<file path="src/rtl/systolic_result_drain.sv">
// systolic_result_drain: snapshots the N x N accumulator array on capture and
// streams the words out row-major over valid/ready, freeing the array at once.
module systolic_result_drain #(
  parameter int N     = 4,
  parameter int WIDTH = 16,
  localparam int IW   = $clog2(N)
) (
  input  logic                 clock_i,
  input  logic                 reset_i,
  input  logic                 capture_i,
  input  logic [N*N*WIDTH-1:0] z_flat_i,
  output logic                 busy_o,
  output logic                 out_valid_o,
  input  logic                 out_ready_i,
  output logic [WIDTH-1:0]     out_data_o,
  output logic [IW-1:0]        out_row_o,
  output logic [IW-1:0]        out_col_o,
  output logic                 out_last_o,
  output logic                 dropped_o
);
  localparam int CW = $clog2(N*N);
  typedef enum logic {IDLE, STREAM} state_t;
  state_t               state_q;
  logic [CW-1:0]        idx_q;
  logic [N*N*WIDTH-1:0] buf_q;
  logic                 drop_q;
  logic                 stream, last;
  assign stream      = state_q == STREAM;
  assign last        = idx_q == CW'(N*N-1);
  assign busy_o      = stream;
  assign out_valid_o = stream;
  assign out_last_o  = stream && last;
  assign dropped_o   = drop_q;
  assign out_data_o  = stream ? buf_q[int'(idx_q)*WIDTH +: WIDTH] : '0;
  assign out_row_o   = stream ? IW'(int'(idx_q) / N) : '0;
  assign out_col_o   = stream ? IW'(int'(idx_q) % N) : '0;
  // A capture landing on the last-transfer edge reloads and keeps streaming.
  always_ff @(posedge clock_i or posedge reset_i) begin
    if (reset_i) begin
      state_q <= IDLE;
      idx_q   <= '0;
      buf_q   <= '0;
      drop_q  <= 1'b0;
    end else begin
      drop_q <= 1'b0;
      if (!stream) begin
        if (capture_i) begin
          buf_q   <= z_flat_i;
          idx_q   <= '0;
          state_q <= STREAM;
        end
      end else if (out_ready_i && last) begin
        idx_q <= '0;
        if (capture_i) buf_q <= z_flat_i;
        else state_q <= IDLE;
      end else begin
        if (out_ready_i) idx_q <= idx_q + 1'b1;
        drop_q <= capture_i;
      end
    end
  end
endmodule

</file>
<file path="config.mk">
export PLATFORM = sky130hd
export DESIGN_NAME = systolic_result_drain
export DESIGN_NICKNAME = d
export VERILOG_FILES = /design/src/rtl/systolic_result_drain.sv
export SDC_FILE = /design/constraint.sdc
export NUM_CORES = 1
export LEC_CHECK = 0
export BUFFER_PORTS_ARGS = -buffer_cell sky130_fd_sc_hd__buf_2
export CAP_MARGIN = 10
export CORE_ASPECT_RATIO = 0.5
export CORE_MARGIN = 2
export CORE_UTILIZATION = 45
export CTS_BUF_LIST = sky130_fd_sc_hd__clkbuf_8 sky130_fd_sc_hd__clkbuf_16
export CTS_CLUSTER_DIAMETER = 120
export CTS_CLUSTER_SIZE = 16
export DETAILED_ROUTE_END_ITERATION = 7
export PLACE_DENSITY = 0.68
export SYNTH_ARGS = -nofsm -noshare
export SYNTH_HDL_FRONTEND = slang
export SYNTH_SLANG_ARGS = --single-unit
</file>
<file path="constraint.sdc">
create_clock -name clock_i -period 17.6 [get_ports clock_i]
set_input_delay 1.76 -clock clock_i [delete_from_list [all_inputs] [get_ports clock_i]]
set_output_delay 1.76 -clock clock_i [all_outputs]
set_load 0.03 [all_outputs]
</file>
=== Word-level counts from Yosys, hierarchy flattened ===
Cells that the tools add are included.

* Add/sub/neg operators: 1
* Equal/unequal tests: 3
* Shift-type cells: 1
* Muxes and demuxes: 15
* Reductions and logical operators: 4

{| class="wikitable"
|+ Operator list
! operator !! number
|-
| $mux 256 || 3
|-
| $shiftx 256x9->16 || 1
|-
| $mux 16 || 1
|-
| $mux 4 || 4
|-
| $mux 1 || 5
|-
| $add 4x1->4 const B || 1
|-
| $eq 4x4->1 const B || 1
|-
| $mux 2 || 2
|-
| $ne 3x2->1 const B || 1
|-
| $logic_and 1x1->1 || 2
|-
| $ne 2x1->1 const B || 1
|-
| $reduce_and 2->1 || 1
|-
| $reduce_bool 2->1 || 1
|}

* Register bits after elaboration: 262
* Input bits: 260
* Output and inout port bits: 24
* Word-level logic and storage cells: 28

=== Longest topological paths before layout ===
* Word-level depth: 4
* Gate-level depth with buffers: 8

=== Worst setup path before layout ===
No wires, ideal clock.

* Kind: reg-to-output
* Start: register idx_q[0]
* End: output port out_data_o[15]
* Data arrival time: 1846 ps
* Slack: 13994 ps
* Stages on the path, launching flop included: 8
* Path buffers: 3
* Path through: dfrtp_1 -> buf_4 -> buf_6 -> buf_4 -> mux2i_1 -> a22oi_1 -> nand2_1 -> o21ai_0

* Word-level cells in the longest chain between the ends: 2

{| class="wikitable"
|+ RTL lines
! item !! line !! source
|-
| start, declared || 24 || <nowiki>logic [CW-1:0] idx_q;</nowiki>
|-
| start signal, assigned || 57 || <nowiki>if (out_ready_i) idx_q <= idx_q + 1'b1;</nowiki>
|-
| $shiftx 256x9->16 || 34 || <nowiki>assign out_data_o = stream ? buf_q[int'(idx_q)*WIDTH +: WIDTH] : '0;</nowiki>
|-
| $mux 16 || 34 ||
|-
| end, declared || 15 || <nowiki>output logic [WIDTH-1:0] out_data_o,</nowiki>
|}

No other way between the ends.

=== Worst setup path in the final report ===
* Start: register idx_q[0]
* End: output port out_data_o[12]

Same word-level chain as after synthesis.

==> summary.md <==
| Metric | Value |
|---|---|
| Crit path capture type | output pin |
| Data required time at the worst endpoint | 15840 ps |
| Switching part of the total power | 34.1% |
| Antenna violations before repair | 4 |
| RSZ-0062 raised after global routing | false |
| Chip width | 246 um |
| Total congestion overflow after global routing | 0 |
| Final Instance Count excl. Fillers | 1422 |
| Max Clock Skew | 13.1 ps |
| Total routing usage reported by global routing | 21.9% |
| Number of unique standard cell types used by synthesis | 32 |
| Cell area reported after detailed placement | 14400 um^2 |
| Simple-Gate Fraction of Synth Area | 1.81% |
| Clock period minus worst slack | 5540 ps |
| Total power draw | 2.65 mW |
| Data arrival time of the critical path | 3780 ps |
| Count of buffers inserted at the top-level ports | 283 |
| CP max-delay cell | sky130_fd_sc_hd__buf_4 |
| Initial core utilization | 45.5% |
| Portion of total power attributed to combinational logic | 43.4% |
| Category of the critical setup timing path | reg2out |
| Reg2reg path depth | 7 |
| Worst-path clk slew | 80 ps |
| Clock tree from TritonCTS | done |
| Final period util | 31.5% |
| Routed via count | 7620 |
| Pin count of the biggest net entering global routing | 119 |
| Number of violations reported at the end of detailed-routing iteration 0 | 441 |
| Cell area after technology mapping | 13100 um^2 |
| Die outline area | 30600 um^2 |
| Count of mapped cells out of synthesis | 765 |
| Layout cell share with drive strength beyond 1 | 60.8% |
| Min-Delay Startpoint | buf_q[105] |
| Wl on met1 | 14.8 mm |
| Number of global-route vias before repair | 8243 |
| Post-synthesis sequential area ratio | 49.9% |
| Post-detail-place hpwl | 24.2 mm |
| Remaining DRCs | 0 |
| Worst-case vdd ir drop | 0.0715 mV |
| Critical path startpoint category | register |
| Number of synthesized register bits | 262 |
| Multiplexer share of the synthesized area | 39.7% |
| Worst flop-to-flop path startpoint | idx_q[2] |
| Filler instances | 2411 |
| Cell total after placement | 1395 |
| Leakage component of the power | 7.11 nW |
| Number of H-tree levels | 1 |
| Detailed Route WL | 33.3 mm |
| Power Internal | 1.75 mW |
| Pre-antenna DRT Iters | 4 |
| Complex-gate fraction of the synthesized area | 2.96% |
| DP Worst Slack | 12350 ps |
| Hold bufs inserted after CTS | 0 |
| End of the worst hold path | buf_q[105] |
| Area added between synthesis and finish | 14.0% |
| Hold Crit Depth | 1 |
| # nets final | 1287 |
| Resized cells post-CTS | 0 |
| Post-synthesis share of cell area spent on xor and xnor gates | 0% |
| Maximum frequency from static timing analysis | 181 MHz |
| Post-Syn Area per Cell | 17.2 um^2 |
| Count of endpoints failing setup in the final report | 0 |
| Relative contribution of sequential cells to total power | 40.5% |
| Post-CTS Setup Bufs | 0 |
| Worst min-delay path class | reg2reg |
| Maximum single-stage delay on the critical path | 790 ps |
| Number of pins exceeding their max-slew limit in the final report | 0 |
| Synthesis Warnings | 0 |
| Buffer type at the clock tree root | sky130_fd_sc_hd__clkbuf_16 |
| Net Sw Power | 0.905 mW |
| Crit-path max FO | 53 |
| Area of the core | 28800 um^2 |
| Total Negative Setup Slacks | 0 ps |
| Number of cell rows | 44 |
| Source-to-sink clock delay at the later pin of the worst-skew pair | 520 ps |
| Num CTS Buffers | 20 |
| Worst setup slack for register-to-register paths | 13030 ps |
| Clock network fraction of design power | 16.1% |
| Synthesized netlist net count | 1026 |
| Via-per-instance ratio | 5.36 |
| Endpoint of the lowest-slack register-to-register path | buf_q[103] |
| Cell chain of the critical path | buf_4 -> buf_4 -> mux2i_1 -> a221oi_1 -> o21ai_0 -> nand2_1 -> buf_2 |
| Fin area | 15000 um^2 |
| Routed wirelength normalized by instance count | 23.4 um |
| Power per Cell Area | 177 nW/um^2 |
| Routed wl met3 | 1.65 mm |
| Post-Synth Adder-Cell Area | 0.0953% |
| Bufs on Longest Clock Path | 3 |
| Transition time at the pin with the least slew margin | 1160 ps |
| MaxCap Viol Count | 0 |
| Remaining number of nets flagged by the antenna check after routing | 0 |
| Highest metal layer with signal wires | met4 |
| Most repeated library cell on the critical path | sky130_fd_sc_hd__buf_4 |
| First-pass GRT wire length | 50.5 mm |
| Dominant combinational cell family by area after synthesis | multiplexers |
| Met2 WL | 15.9 mm |
| Normalized max-slew margin | 22.4% |
| Post-route setup slack | 12060 ps |
| Die span in y | 125 um |
| Num ports | 284 |
| Clock Sinks | 262 |
| Run status | complete, no violations |
| Number of endpoints with negative hold slack in the final report | 0 |
| Placer Congestion | 0.854 |
[sequential cells by signal (all words and copies together) (netlist names)]
name       flops
idx_q          4
buf_q        256
dropped_o      1
busy_o         1
[worst max-delay path, delay by kind of cell, from the launching register on]
family	cells	cell delay, ps
AO/OA/AOI/OAI	2	700
buffers and inverters	3	1700
flip-flops	1	410
multiplexers	1	260
AND/OR/NAND/NOR	1	150
[synthesized netlist by cell type (all sizes together)]
| cell type | count | area share (%) |
|---|---|---|
| clkbuf | 13 | 0.37 |
| ha | 1 | 0.095 |
| nand3 | 3 | 0.11 |
| nand2 | 20 | 0.57 |
| a221oi | 16 | 1.1 |
| nor2 | 4 | 0.11 |
| dfrtp | 262 | 50 |
| mux2 | 258 | 29 |
| nand4 | 1 | 0.16 |
| or2b | 1 | 0.057 |
| buf | 43 | 5.1 |
| a22oi | 16 | 0.92 |
| and2 | 6 | 0.31 |
| and2b | 1 | 0.057 |
| o211ai | 2 | 0.11 |
| a31oi | 1 | 0.048 |
| o21ai | 20 | 0.76 |
| nor2b | 2 | 0.095 |
| mux2i | 41 | 3.1 |
| inv | 2 | 0.057 |
| and3 | 4 | 0.19 |
| mux4 | 44 | 7.5 |
| a21boi | 1 | 0.057 |
| nand2b | 3 | 0.14 |
[placed cells by master (no fill, tap or decap), types with 2 or more instances in the layout]
cell / instances
sky130_fd_sc_hd__buf_2: 283
sky130_fd_sc_hd__and3_1: 4
sky130_fd_sc_hd__o21ai_0: 20
sky130_fd_sc_hd__inv_8: 2
sky130_fd_sc_hd__mux2_4: 240
sky130_fd_sc_hd__clkbuf_16: 21
sky130_fd_sc_hd__buf_4: 12
sky130_fd_sc_hd__mux2_2: 18
sky130_fd_sc_hd__diode_2: 4
sky130_fd_sc_hd__o211ai_1: 2
sky130_fd_sc_hd__mux2i_1: 41
sky130_fd_sc_hd__nor2_1: 4
sky130_fd_sc_hd__nand3_1: 3
sky130_fd_sc_hd__a22oi_1: 16
sky130_fd_sc_hd__dfrtp_1: 260
sky130_fd_sc_hd__mux4_2: 44
sky130_fd_sc_hd__and2_1: 4
sky130_fd_sc_hd__nand2b_1: 3
sky130_fd_sc_hd__nor2b_1: 2
sky130_fd_sc_hd__nand2_1: 20
sky130_fd_sc_hd__a221oi_1: 16
sky130_fd_sc_hd__inv_1: 2
[cells by family (layout without fill, tap and decap cells)]
family	after synthesis	in the layout
fa+ha+maj	1	1
other cells	0	4
compound gates	56	56
mux	343	343
flops	262	262
buf+inv	58	320
simple gates	45	45
[metrics by stage]
stage	hold WS, ps	util (%)
floorplan	475	-
global placement	487	50.0
detailed placement	491	50.0
CTS	507	51.9
global route	517	51.9
finish	506	51.9
[power groups by stage]
stage | logic, mW | clock network, mW | registers [mW]
6_report | 1.15 | 0.426 | 1.07
3_5_place_dp | 1.14 | 0 | 1.08
4_1_cts | 1.15 | 0.436 | 1.07
2_1_floorplan | 0.896 | 0 | 1.01
3_3_place_gp | 1.12 | 0 | 1.06
5_1_grt | 1.21 | 0.461 | 1.11
[layout make-up]
cell class / instances / area (um^2) / share of cell area [%]
multi-input cells: 445 / 5850 / 39.1
inverters: 2 / 15.0 / 0.100
clock inverters: 2 / 15.0 / 0.100
flip-flops and latches: 262 / 6560 / 43.8
repair buffers: 295 / 1510 / 10.1
well taps: 391 / 489 / 3.27
diodes: 4 / 10.0 / 0.0669
clock buffers: 21 / 526 / 3.51
[routing by layer]
metal	up-vias	track usage (%)
li1	3349	-
met1	4017	30.9
met2	203	34.5
met3	51	4.20
met4	0	6.63
met5	-	0
[worst max path at each step]
| stage | from | endpoint | slack, ps |
|---|---|---|---|
| after detailed placement | out_ready_i | buf_q[103] | 12350 |
| final | idx_q[0] | out_data_o[12] | 12060 |
| after global placement | out_ready_i | buf_q[103] | 12430 |
| after floorplan | reset_i | buf_q[0] | 8630 |
| after global routing | idx_q[0] | out_data_o[12] | 11890 |
| after CTS | idx_q[0] | out_data_o[12] | 12000 |
(Power assumes the default switching activity.)
